### config.mk
export PLATFORM = sky130hd
export DESIGN_NAME = btn_event_gen_flat
export DESIGN_NICKNAME = d
export VERILOG_FILES = /design/src/rtl/btn_event_gen_if.sv /design/src/rtl/btn_event_gen.sv /design/src/flat_wrapper.sv
export SDC_FILE = /design/constraint.sdc
export NUM_CORES = 1
export LEC_CHECK = 0
export ABC_CLOCK_PERIOD_IN_PS = 3900
export CORE_AREA = 2 2 132 134
export DETAILED_ROUTE_END_ITERATION = 8
export DIE_AREA = 0 0 134 136
export REMOVE_ABC_BUFFERS = 1
export SKIP_CTS_REPAIR_TIMING = 1
export SLEW_MARGIN = 40
export SYNTH_ARGS = -nofsm -noshare
export SYNTH_HDL_FRONTEND = slang
export SYNTH_SLANG_ARGS = --single-unit
### constraint.sdc
create_clock -name clk -period 3.9 [get_ports clk]
set_clock_uncertainty 0.1 [all_clocks]
set_input_delay 0.585 -clock clk [delete_from_list [all_inputs] [get_ports clk]]
set_output_delay 0.585 -clock clk [all_outputs]
set_load 0.05 [all_outputs]
### src/rtl/btn_event_gen_if.sv
// Button event bundle: enable and debounced levels in, per-button event pulses out.
interface btn_event_gen_if #(
  parameter int N = 4
);
  logic         en;
  logic [N-1:0] btn_level;
  logic [N-1:0] press_pulse;
  logic [N-1:0] release_pulse;
  logic [N-1:0] fire_pulse;
  logic [N-1:0] held;

  modport master (
    output en, btn_level,
    input  press_pulse, release_pulse, fire_pulse, held
  );

  modport slave (
    input  en, btn_level,
    output press_pulse, release_pulse, fire_pulse, held
  );
endinterface

### src/rtl/btn_event_gen.sv
// Per-button press/release/auto-repeat event generator driven by a shared ms prescaler.
module btn_event_gen #(
  parameter int            N         = 4,
  parameter int            TICK_DIV  = 100000,
  parameter int            HOLD_MS   = 400,
  parameter int            RATE_MS   = 100,
  parameter logic [N-1:0]  REPEAT_EN = {N{1'b1}}
) (
  input  logic           clk,
  input  logic           rst,
  btn_event_gen_if.slave bus
);
  localparam int PW     = $clog2(TICK_DIV);
  localparam int MS_MAX = (HOLD_MS > RATE_MS) ? HOLD_MS : RATE_MS;
  localparam int MW     = $clog2(MS_MAX + 1);

  localparam logic [PW-1:0] PRESC_LAST = PW'(TICK_DIV - 1);
  localparam logic [MW-1:0] HOLD_LAST  = MW'(HOLD_MS - 1);
  localparam logic [MW-1:0] HOLD_SAT   = MW'(HOLD_MS);
  localparam logic [MW-1:0] RATE_LAST  = MW'(RATE_MS - 1);

  typedef enum logic [1:0] {
    IDLE   = 2'd0,
    HOLD   = 2'd1,
    REPEAT = 2'd2
  } state_e;

  logic [N-1:0]  btn_q, btn_prev_q;
  logic [PW-1:0] presc_q, presc_d;
  logic          tick;
  logic [N-1:0]  rise, fall;

  state_e        state_q [N];
  state_e        state_d [N];
  logic [MW-1:0] ms_q [N];
  logic [MW-1:0] ms_d [N];

  logic [N-1:0]  press_q, press_d;
  logic [N-1:0]  release_q, release_d;
  logic [N-1:0]  fire_q, fire_d;
  logic [N-1:0]  held_q, held_d;

  // Stage 0: edge detect on the debounced levels and the shared ms tick
  assign rise    = btn_q & ~btn_prev_q;
  assign fall    = ~btn_q & btn_prev_q;
  assign tick    = (presc_q == PRESC_LAST);
  assign presc_d = tick ? '0 : presc_q + 1'b1;

  // Stage 1: per-button FSM; a fall takes priority over a same-cycle tick
  always_comb begin
    press_d   = '0;
    release_d = '0;
    fire_d    = '0;
    held_d    = '0;
    for (int i = 0; i < N; i++) begin
      state_d[i] = state_q[i];
      ms_d[i]    = ms_q[i];
      if (!bus.en) begin
        state_d[i] = IDLE;
        ms_d[i]    = '0;
      end else begin
        unique case (state_q[i])
          IDLE: begin
            if (rise[i]) begin
              press_d[i] = 1'b1;
              fire_d[i]  = 1'b1;
              ms_d[i]    = '0;
              state_d[i] = HOLD;
            end
          end
          HOLD: begin
            if (fall[i]) begin
              release_d[i] = 1'b1;
              state_d[i]   = IDLE;
            end else if (tick && ms_q[i] != HOLD_SAT) begin
              if (ms_q[i] == HOLD_LAST && REPEAT_EN[i]) begin
                fire_d[i]  = 1'b1;
                ms_d[i]    = '0;
                state_d[i] = REPEAT;
              end else begin
                ms_d[i] = ms_q[i] + 1'b1;
              end
            end
          end
          REPEAT: begin
            if (fall[i]) begin
              release_d[i] = 1'b1;
              state_d[i]   = IDLE;
            end else if (tick) begin
              if (ms_q[i] == RATE_LAST) begin
                fire_d[i] = 1'b1;
                ms_d[i]   = '0;
              end else begin
                ms_d[i] = ms_q[i] + 1'b1;
              end
            end
          end
          default: begin
            state_d[i] = IDLE;
            ms_d[i]    = '0;
          end
        endcase
      end
      held_d[i] = (state_d[i] != IDLE);
    end
  end

  always_ff @(posedge clk or posedge rst) begin
    if (rst) begin
      btn_q      <= '0;
      btn_prev_q <= '0;
      presc_q    <= '0;
      press_q    <= '0;
      release_q  <= '0;
      fire_q     <= '0;
      held_q     <= '0;
      for (int i = 0; i < N; i++) begin
        state_q[i] <= IDLE;
        ms_q[i]    <= '0;
      end
    end else begin
      btn_q      <= bus.btn_level;
      btn_prev_q <= btn_q;
      presc_q    <= presc_d;
      press_q    <= press_d;
      release_q  <= release_d;
      fire_q     <= fire_d;
      held_q     <= held_d;
      for (int i = 0; i < N; i++) begin
        state_q[i] <= state_d[i];
        ms_q[i]    <= ms_d[i];
      end
    end
  end

  // Stage 2: registered event outputs
  assign bus.press_pulse   = press_q;
  assign bus.release_pulse = release_q;
  assign bus.fire_pulse    = fire_q;
  assign bus.held          = held_q;
endmodule

### src/flat_wrapper.sv
// flat-port wrapper written by rule: the top's interface ports become plain ports
module btn_event_gen_flat 
#(
  parameter int            N         = 4,
  parameter int            TICK_DIV  = 100000,
  parameter int            HOLD_MS   = 400,
  parameter int            RATE_MS   = 100,
  parameter logic [N-1:0]  REPEAT_EN = {N{1'b1}}
)
  (clk, rst, bus_en, bus_btn_level, bus_press_pulse, bus_release_pulse, bus_fire_pulse, bus_held);
  btn_event_gen_if #(.N(N)) bus_i ();
  input  logic clk;
  input  logic rst;
  input wire logic [$bits(bus_i.en)-1:0] bus_en;
  input wire logic [$bits(bus_i.btn_level)-1:0] bus_btn_level;
  output wire logic [$bits(bus_i.press_pulse)-1:0] bus_press_pulse;
  output wire logic [$bits(bus_i.release_pulse)-1:0] bus_release_pulse;
  output wire logic [$bits(bus_i.fire_pulse)-1:0] bus_fire_pulse;
  output wire logic [$bits(bus_i.held)-1:0] bus_held;
  assign bus_i.en = bus_en;
  assign bus_i.btn_level = bus_btn_level;
  assign bus_press_pulse = bus_i.press_pulse;
  assign bus_release_pulse = bus_i.release_pulse;
  assign bus_fire_pulse = bus_i.fire_pulse;
  assign bus_held = bus_i.held;
  btn_event_gen #(.N(N), .TICK_DIV(TICK_DIV), .HOLD_MS(HOLD_MS), .RATE_MS(RATE_MS), .REPEAT_EN(REPEAT_EN)) u_core (.clk(clk), .rst(rst), .bus(bus_i));
endmodule
==> results of run 1 <==
[cell families (layout without fill, tap and decap cells)]
family,after synthesis,in the layout,share of synthesized area
XOR/XNOR,14,14,0.02482
adder cells (fa/ha/maj),25,25,0.06332
flip-flops,85,85,0.4306
buffers and inverters,50,72,0.04230
AND/OR/NAND/NOR,207,207,0.2401
AO/OA/AOI/OAI,129,129,0.1907
multiplexers,4,4,0.008106
[worst max-delay path, stage by stage, from the launching register on]
cell and delay (ns):
dfrtp_1 0.41, ha_1 0.26, and4_1 0.33, nand4_1 0.30
buf_4 0.29, nor4b_2 0.38, or3_1 0.35, mux2i_1 0.23
[stage by stage]
step | setup WS [ns] | utilization
2_1_floorplan | 1.022 | -
3_3_place_gp | 1.055 | 0.3186
3_5_place_dp | 0.9983 | 0.3186
4_1_cts | 1.182 | 0.3368
5_1_grt | 0.9406 | 0.3368
6_report | 1.171 | 0.3368
[worst paths after layout]
check / start / to / slack [ns] / cells after the start
max: u_core.presc_q[0] / u_core.ms_q[19] / 1.17 / 7
min: u_core.btn_q[2] / u_core.btn_prev_q[2] / 0.31 / 0
max reg2reg: u_core.presc_q[0] / u_core.ms_q[19] / 1.17 / 7
min reg2reg: u_core.btn_q[2] / u_core.btn_prev_q[2] / 0.31 / 0
max in group asynchronous: rst / u_core.ms_q[4] / 2.56 / 3
min in group asynchronous: rst / u_core.ms_q[29] / 0.39 / 2
[area by class of cell]
cell class / instances / share of cell area
clock buffer: 10 / 0.04204
clock inverter: 6 / 0.01211
inverter: 30 / 0.02003
multi-input combinational: 379 / 0.4581
sequential: 85 / 0.3742
tap: 225 / 0.04953
timing repair buffer: 26 / 0.04402
[where the power goes]
| part | internal, W | switching (W) | leakage, nW |
|---|---|---|---|
| Clock | 0.000518 | 0.000371 | 0.149 |
| Combinational | 0.0000635 | 0.000145 | 1.06 |
| Sequential | 0.000899 | 0.0000131 | 1.15 |
[synth_stat cells (all sizes together) (3+ instances only)]
| cell | instances |
|---|---|
| dfrtp | 85 |
| nor2 | 35 |
| nand2 | 34 |
| inv | 30 |
| ha | 25 |
| nand3 | 25 |
| a31oi | 22 |
| nand2b | 20 |
| a41oi | 19 |
| o21ai | 19 |
| nand4 | 17 |
| and3 | 16 |
| buf | 15 |
| a21oi | 12 |
| nor3 | 12 |
| o31ai | 11 |
| a211oi | 9 |
| xnor2 | 9 |
| and2 | 7 |
| a21o | 6 |
| nor2b | 6 |
| nor4bb | 6 |
| and4 | 5 |
| clkbuf | 5 |
| xor2 | 5 |
| mux2i | 4 |
| a21boi | 3 |
| nor4 | 3 |
| nor4b | 3 |
| o211ai | 3 |
| o22ai | 3 |
| or2 | 3 |
[routing by layer]
layer	vias to the layer above	part of all wire	track usage
li1	1961	-	-
met2	87	0.48	0.2188
met3	10	0.043	0.03617
met5	-	0	0
met4	0	0.012	0.03132
met1	1974	0.47	0.1639
==> key figures, run 1 <==
Outcome
  • Status: finished clean

Floorplan
  • Die span in y: 136 um
  • Chip Width: 134 um
  • I/O pin count: 23
  • Die area: 18220 um^2
  • Starting density of the core: 0.2927
  • Core area: 16880 um^2
  • Row Count: 48

Power and ir drop
  • PD cells: 353.7 nW/um^2
  • Worst vdd ir: 213.5 uV
  • Pwr Total: 0.002010 W
  • Leakage: 2.357 nW

Timing
  • Slew headroom: 0.4972
  • Hold slack: 0.3107 ns
  • Final max-slew violation count: 0
  • Final Hold Viols: 0
  • Tightest Pin Transition: 0.7526 ns
  • Crit share post-route: 0.6998
  • Post-layout min period: 2.729 ns
  • Finish-stage setup viols: 0
  • Fmax: 0.3664 GHz
  • RSZ-0062 raised after global routing: false
  • Setup Total Neg Slack: 0 ns

Synthesis
  • Largest cells by area after synthesis: dfrtp_1 43%, ha_1 6.3%, a41oi_1 3.4%, a31oi_1 2.8%, nor2_1 2.7%
  • Post-synth ARST share: 1.000
  • Share of the synthesized area in the top cell type: 0.4306
  • Post-Syn Instances: 514
  • Area leader, netlist: dfrtp_1
  • Top FF cell, synth: dfrtp_1
  • Yosys warns: 0
  • Mapped cell area: 4940 um^2
  • Synth cell types: 69
  • Synthesis-stage register bit count: 85
  • Mapped Avg Cell Area: 9.610 um^2
  • EDFF count, synth: 0
  • Sequential-to-total area share from yosys stat: 0.4306

Cells and area
  • Largest registers: u_core.ms_q x36, u_core.presc_q x17, u_core.state_q x8
  • Seq. cell area: 2127 um^2
  • Most common cell after layout, fill and taps aside: dfrtp_1
  • Final nets: 563
  • Biggest register: u_core.ms_q
  • Final instance area: 5684 um^2
  • N_diodes: 0
  • Max reg flops: 36
  • Fillers: 1674
  • Post-Layout Cell Count: 761
  • Layout cells sized above 1: 0.07090
  • Most frequent cells in the layout: 85 x dfrtp_1, 35 x nor2_1, 34 x nand2_1
  • Area of the multi-input gates: 2604 um^2
  • Synth-to-Final Area Change: 15.07%

Routing
  • Final ANT Viol Nets: 0
  • Initial DRC count: 299
  • 1st-pass router iterations: 4
  • Via count: 4032
  • DRC violations left: 0
  • Vias per inst: 5.298
  • Routed wire length: 11160 um
  • Per-cell routed wire length: 14.66 um

Place
  • Area after DPL: 5376 um^2
  • Dpl hpwl: 7785 um
  • # port buffers: 22
  • Placed insts: 745
  • Gp weighted congestion: 0.8022

Global route
  • Total GRT Usage: 0.1294
  • Vias in the first global route: 4037
  • First-pass GRT wire length: 19260 um
  • Largest net degree at the start of global routing: 39
  • Initial antenna violation count: 0
  • GR Overflow Total: 0

Clock network
  • Clk slew on worst S/H paths: 0.07 ns
  • CTS root buffer: clkbuf_16
  • CTS Sinks: 85
  • Worst-case clock buffer depth: 2
  • Clock latency on the worst-skew pair: 0.35 ns
  • Htree depth: 3
  • CTS tree: done
  • Total CTS buffers: 9

Setup path
  • Crit-path max FO: 8
  • WP data arrival: 2.90 ns
  • CP Capture Type: register
  • Worst path required time: 4.07 ns
  • CP Class: register to register
  • Type of origin of the critical path: register

Job
  • Max cap viols: 0

Hold path
  • Hold/Removal Path Class: register to register
No activity file was read; power rests on OpenSTA's default activity.
==> inputs of run 2 (changes only) <==
--- a/config.mk
+++ b/config.mk
@@ -5,7 +5,7 @@
 export SDC_FILE = /design/constraint.sdc
 export NUM_CORES = 1
 export LEC_CHECK = 0
-export ABC_CLOCK_PERIOD_IN_PS = 3900
+export ABC_CLOCK_PERIOD_IN_PS = 2200
 export CORE_AREA = 2 2 132 134
 export DETAILED_ROUTE_END_ITERATION = 8
 export DIE_AREA = 0 0 134 136
==> constraint.sdc (replaced) <==
create_clock -name clk -period 2.2 [get_ports clk]
set_clock_uncertainty 0.1 [all_clocks]
set_input_delay 0.33 -clock clk [delete_from_list [all_inputs] [get_ports clk]]
set_output_delay 0.33 -clock clk [all_outputs]
set_load 0.05 [all_outputs]
==> run 2 against run 1 <==
- fmax is 28% higher
- via count is 7.6% higher
- routed wire length is 7.2% higher
- clock power is 69% higher
- non-clock buffer count is 49 higher
- critical endpoint is now u_core.ms_q[8]
- largest power group unchanged
- highest routed layer unchanged
==> key figures, run 2 (synthesis results as in run 1) <==
Outcome
  • Status: finished clean

Floorplan
  • I/O pin count: 23 (unchanged)
  • Core area: 16880 um^2 (unchanged)
  • Row Count: 48 (unchanged)
  • Chip Width: 134 um (unchanged)
  • Starting density of the core: 0.2927 (unchanged)
  • Die span in y: 136 um (unchanged)
  • Die area: 18220 um^2 (unchanged)

Timing
  • Slew headroom: 0.6306 (+0.1334)
  • Finish-stage setup viols: 0 (unchanged)
  • Final max-slew violation count: 0 (unchanged)
  • Hold slack: 0.2197 ns (-0.09099 ns)
  • Post-layout min period: 2.136 ns (-0.5928 ns)
  • Crit share post-route: 0.9711 (+0.2713)
  • Setup Total Neg Slack: 0 ns (unchanged)
  • Fmax: 0.4681 GHz (+28%)
  • Final Hold Viols: 0 (unchanged)
  • Fin worst setup slack: 0.06361 ns (-1.107 ns)
  • Tightest Pin Transition: 0.5499 ns (-0.2027 ns)

Cells and area
  • Final design utilization: 0.3652 (+0.02840)
  • Final nets: 613 (+8.9%)
  • N_diodes: 0 (unchanged)
  • Most frequent cells in the layout: 85 x dfrtp_1, 48 x buf_4, 34 x nand2_1, 34 x nor2_1, 29 x inv_1
  • Synth-to-Final Area Change: 24.77%
  • Most common cell after layout, fill and taps aside: dfrtp_1
  • Max reg flops: 36 (unchanged)
  • Fillers: 1668 (-0.36%)
  • Largest registers: u_core.ms_q x36, u_core.presc_q x17, u_core.state_q x8
  • Biggest register: u_core.ms_q
  • Layout cells sized above 1: 0.1624 (+0.09150)

Setup path
  • Worst path slowest cell: dfrtp_1
  • Type of origin of the critical path: register
  • Worst path required time: 2.32 ns (-1.75 ns)
  • WP data arrival: 2.26 ns (-0.64 ns)
  • Crit-path max FO: 6 (-2)
  • Crit path buf inv count: 1 (unchanged)
  • CP top delay family: compound AO/OA/AOI/OAI gates
  • CP Cell Sequence: inv_1 -> ha_1 -> nor4bb_1 -> a221o_1 -> o211a_4 -> o31ai_1 -> o41ai_2
  • CP Class: register to register
  • CP Capture Type: register
  • Delay of the slowest cell on the worst path: 0.42 ns (about the same)

Global route
  • Total GRT Usage: 0.1377 (+0.008338)
  • First-pass GRT wire length: 20400 um (+6.0%)
  • Initial antenna violation count: 0 (unchanged)
  • Vias in the first global route: 4261 (+5.5%)
  • Largest net degree at the start of global routing: 30 (-23%)
  • GR Overflow Total: 0 (unchanged)

Routing
  • DRC violations left: 0 (unchanged)
  • Routed wire length: 11960 um (+7.2%)
  • 1st-pass router iterations: 5 (+1)
  • Final ANT Viol Nets: 0 (unchanged)
  • Via count: 4338 (+7.6%)
  • Per-cell routed wire length: 14.76 um (+0.69%)
  • Vias per inst: 5.356 (+1.1%)
  • Initial DRC count: 333 (+11%)

Place
  • Dpl hpwl: 8373 um (+7.5%)
  • DP Worst Slack: -0.02085 ns (-1.019 ns)
  • Gp weighted congestion: 0.8813 (+9.9%)
  • # port buffers: 22 (unchanged)

Power and ir drop
  • PD cells: 576.7 nW/um^2 (+63%)
  • Worst vdd ir: 405.6 uV (+90%)
  • Leakage: 2.597 nW (+10%)

Hold path
  • Hold/Removal Path Class: primary input to asynchronous set/reset pin

Clock network
  • CTS tree: done
  • Clk slew on worst S/H paths: 0.06 ns (about the same)
  • Htree depth: 3 (unchanged)
  • CTS root buffer: clkbuf_16
  • Clock latency on the worst-skew pair: 0.35 ns (about the same)
  • CTS Sinks: 85 (unchanged)
  • Total CTS buffers: 9 (unchanged)
  • Worst-case clock buffer depth: 2 (unchanged)

Job
  • Max cap viols: 0 (unchanged)
## run 2: changes by cell type in the layout (fill, tap and decap cells not counted), moves of 2 or more
cell      change
buf_4        +44
o31ai_1       -4
o31ai_2       +4
buf_12        +3
and4_1        -2
buf_6         +2
clkbuf_1      +2
inv_6         -2
o211a_1       -2
o211a_4       +2
## run 2: per-stage QoR
stage	power, W	instances	instance area (um^2)
2_1_floorplan	0.001895	494	4843
3_3_place_gp	0.002063	792	5767
3_5_place_dp	0.002070	792	5767
4_1_cts	0.003590	807	6050
5_1_grt	0.003701	810	6163
6_report	0.003554	810	6163
## run 2: layout make-up
cell class / instances / area, um^2 / area share
clock inverter: 4 / 50.05 / 0.008120
timing repair buffer: 75 / 663.1 / 0.1076
sequential: 85 / 2127 / 0.3451
tap: 225 / 281.5 / 0.04568
multi-input combinational: 380 / 2695 / 0.4373
clock buffer: 11 / 232.7 / 0.03776
inverter: 30 / 113.9 / 0.01847
## run 2: where the power goes
part,switching [W],internal (W)
Clock,0.000627,0.000872
Combinational,0.000278,0.000162
Sequential,0.0000218,0.00159
## run 2: worst register-to-register path, delay by kind of cell, from the launching register on
family          cells  cell delay (ns)
buf+inv             1             0.06
flops               1             0.42
compound gates      4             1.08
simple gates        1             0.15
fa+ha+maj           1             0.20
## run 2: worst paths after layout
kind                                      start              endpoint  slack (ns)  cells after the start
worst min register to register  u_core.btn_q[2]  u_core.btn_prev_q[2]        0.30                      0
worst max-delay path             u_core.ms_q[0]        u_core.ms_q[8]        0.06                      7
min in group clk                u_core.btn_q[2]  u_core.btn_prev_q[2]        0.30                      0
max in group asynchronous                   rst       u_core.ms_q[14]        1.21                      3
worst min-delay path                        rst       u_core.btn_q[1]        0.22                      2
worst max register to register   u_core.ms_q[0]        u_core.ms_q[8]        0.06                      7
## run 2: per-layer routing
layer,wire (um),GRT usage,vias to the layer above
li1,-,-,2056
met1,5299,0.1743,2140
met2,5851,0.2265,118
met3,551,0.03691,24
met4,257,0.04965,0
met5,0,0,-
==> inputs of run 3 (changes only) <==
--- a/config.mk
+++ b/config.mk
@@ -6,9 +6,9 @@
 export NUM_CORES = 1
 export LEC_CHECK = 0
 export ABC_CLOCK_PERIOD_IN_PS = 2200
-export CORE_AREA = 2 2 132 134
+export CORE_AREA = 3 3 133 135
 export DETAILED_ROUTE_END_ITERATION = 8
-export DIE_AREA = 0 0 134 136
+export DIE_AREA = 0 0 136 138
 export REMOVE_ABC_BUFFERS = 1
 export SKIP_CTS_REPAIR_TIMING = 1
 export SLEW_MARGIN = 40
==> run 3 against run 2 <==
- design area up 0.55%
- cell count shrank 1.9%
- combinational power down 5.2%
- largest power group is now the clock network
==> key figures, run 3 (synthesis results as in run 1) <==
Cells and area
  • Final nets: 602 (-1.8%)
  • Most frequent cells in the layout: 85 x dfrtp_1, 35 x nor2_1, 35 x buf_4
  • Seq. cell area: 2127 um^2 (unchanged)
  • N_diodes: 0 (unchanged)
  • Final instance area: 6197 um^2 (+0.55%)
  • Max reg flops: 36 (unchanged)
  • Layout cells sized above 1: 0.1670 (+0.004563)
  • Largest registers: u_core.ms_q x36, u_core.presc_q x17, u_core.state_q x8
  • Area of the multi-input gates: 2750 um^2 (+2.0%)
  • Post-Layout Cell Count: 795 (-1.9%)
  • Fillers: 1632 (-2.2%)
  • Biggest register: u_core.ms_q
  • Most common cell after layout, fill and taps aside: dfrtp_1
  • Synth-to-Final Area Change: 25.46%

Clock network
  • CTS root buffer: clkbuf_16
  • CTS Sinks: 85 (unchanged)
  • Worst-case clock buffer depth: 2 (unchanged)
  • CTS tree: done
  • Clk slew on worst S/H paths: 0.06 ns (about the same)
  • Clock latency on the worst-skew pair: 0.35 ns (about the same)
  • Total CTS buffers: 9 (unchanged)
  • Htree depth: 3 (unchanged)

Timing
  • Fmax: 0.4598 GHz (-1.8%)
  • Post-layout min period: 2.175 ns (+0.03825 ns)
  • Final Hold Viols: 0 (unchanged)
  • Crit share post-route: 0.9885 (+0.01739)
  • Hold slack: 0.2991 ns (+0.07940 ns)
  • Finish-stage setup viols: 0 (unchanged)
  • RSZ-0062 raised after global routing: true
  • Tightest Pin Transition: 0.5959 ns (+0.04600 ns)
  • Final max-slew violation count: 0 (unchanged)
  • Slew headroom: 0.6019 (-0.02866)

Setup path
  • Type of origin of the critical path: register
  • CP Capture Type: register
  • Delay of the slowest cell on the worst path: 0.47 ns (+0.05 ns)
  • CP Class: register to register
  • Worst path slowest cell: or4b_4
  • WP data arrival: 2.30 ns (+0.04 ns)
  • CP Cell Sequence: ha_4 -> or4b_4 -> nor4_4 -> o22ai_2 -> buf_6 -> buf_4 -> nand4_1 -> o21ai_1
  • Worst path required time: 2.33 ns (about the same)
  • Crit-path max FO: 8 (+2)

Routing
  • 1st-pass router iterations: 5 (unchanged)
  • Per-cell routed wire length: 14.99 um (+1.5%)
  • DRC violations left: 0 (unchanged)
  • Final ANT Viol Nets: 0 (unchanged)
  • Via count: 4258 (-1.8%)
  • Routed wire length: 11910 um (-0.38%)
  • Initial DRC count: 315 (-5.4%)
  • Vias per inst: 5.356 (about the same)

Place
  • # port buffers: 22 (unchanged)
  • Dpl hpwl: 8013 um (-4.3%)
  • Area after DPL: 5680 um^2 (-1.5%)
  • Placed insts: 773 (-2.4%)
  • Gp weighted congestion: 0.8474 (-3.8%)

Job
  • Max cap viols: 0 (unchanged)

Power and ir drop
  • Worst vdd ir: 414.4 uV (+2.2%)
  • Leakage: 2.576 nW (-0.82%)
  • PD cells: 596.5 nW/um^2 (+3.4%)
  • Pwr Total: 0.003697 W (+4.0%)

Global route
  • Vias in the first global route: 4139 (-2.9%)
  • First-pass GRT wire length: 19490 um (-4.5%)
  • Largest net degree at the start of global routing: 86 (+190%)
  • GR Overflow Total: 0 (unchanged)
  • Initial antenna violation count: 0 (unchanged)
  • Total GRT Usage: 0.1247 (-0.01300)

Outcome
  • Status: finished clean

Hold path
  • Hold/Removal Path Class: register to register

Floorplan
  • I/O pin count: 23 (unchanged)
  • Row Count: 47 (-2.1%)
  • Chip Width: 136 um (+1.5%)
  • Die span in y: 138 um (+1.5%)
  • Core area: 16580 um^2 (-1.7%)
  • Starting density of the core: 0.2979 (+0.005168)
  • Die area: 18770 um^2 (+3.0%)
==> run 3: changes by cell type in the layout (fill, tap and decap cells not counted), sizes merged <==
| cell | change |
|---|---|
| bufinv | +1 |
| buf | -11 |
| clkinv | +2 |
| clkinvlp | -1 |
| clkbuf | -1 |
==> run 3: metal layers <==
metal	global-route usage	vias to the layer above	part of all wire
li1	-	2042	-
met1	0.1628	2106	0.46
met2	0.2003	98	0.48
met3	0.03852	12	0.046
met4	0.03395	0	0.0097
met5	0	-	0
==> run 3: worst max-delay path: cells and delay by family (launching register included) <==
kind / cells / cell delay (ns)
adders and majority gates: 1 / 0.17
AOI/OAI and AO/OA: 2 / 0.23
buffers and inverters: 2 / 0.31
and+or+nand+nor: 3 / 0.84
DFF: 1 / 0.40
==> run 3: final cells by class <==
type | count | area share
Clock buffer | 10 | 0.03856
Multi-Input combinational cell | 380 | 0.4438
Tap cell | 220 | 0.04442
Sequential cell | 85 | 0.3432
Timing Repair Buffer | 64 | 0.09772
Inverter | 30 | 0.01837
Clock inverter | 6 | 0.01393
==> run 3: through the flow <==
stage	setup slack, ns	TNS, ns	util
after floorplan	-0.4235	-36.42	-
after global placement	0.07178	0	0.3425
after detailed placement	0.01445	0	0.3425
after CTS	-0.02246	-0.02246	0.3622
after global routing	-0.04446	-0.3339	0.3737
final	0.02536	0	0.3737
==> run 3: power by group <==
| group | switching (W) | total (W) | internal, W | leakage, nW |
|---|---|---|---|---|
| clock network | 0.000641 | 0.00166 | 0.00102 | 0.158 |
| logic | 0.000272 | 0.000417 | 0.000145 | 1.27 |
| registers | 0.0000218 | 0.00162 | 0.00159 | 1.15 |
| total | 0.000935 | 0.00370 | 0.00276 | 2.58 |
==> run 3: worst paths after layout <==
kind,to,cells past startpoint,from,slack (ns)
min in group asynchronous,u_core.bus.fire_pulse[2],3,rst,0.31
min reg2reg,u_core.btn_prev_q[2],0,u_core.btn_q[2],0.30
min,u_core.btn_prev_q[2],0,u_core.btn_q[2],0.30
max,u_core.ms_q[9],8,u_core.ms_q[10],0.03
max in group asynchronous,u_core.state_q[1],3,rst,1.34
max reg2reg,u_core.ms_q[9],8,u_core.ms_q[10],0.03
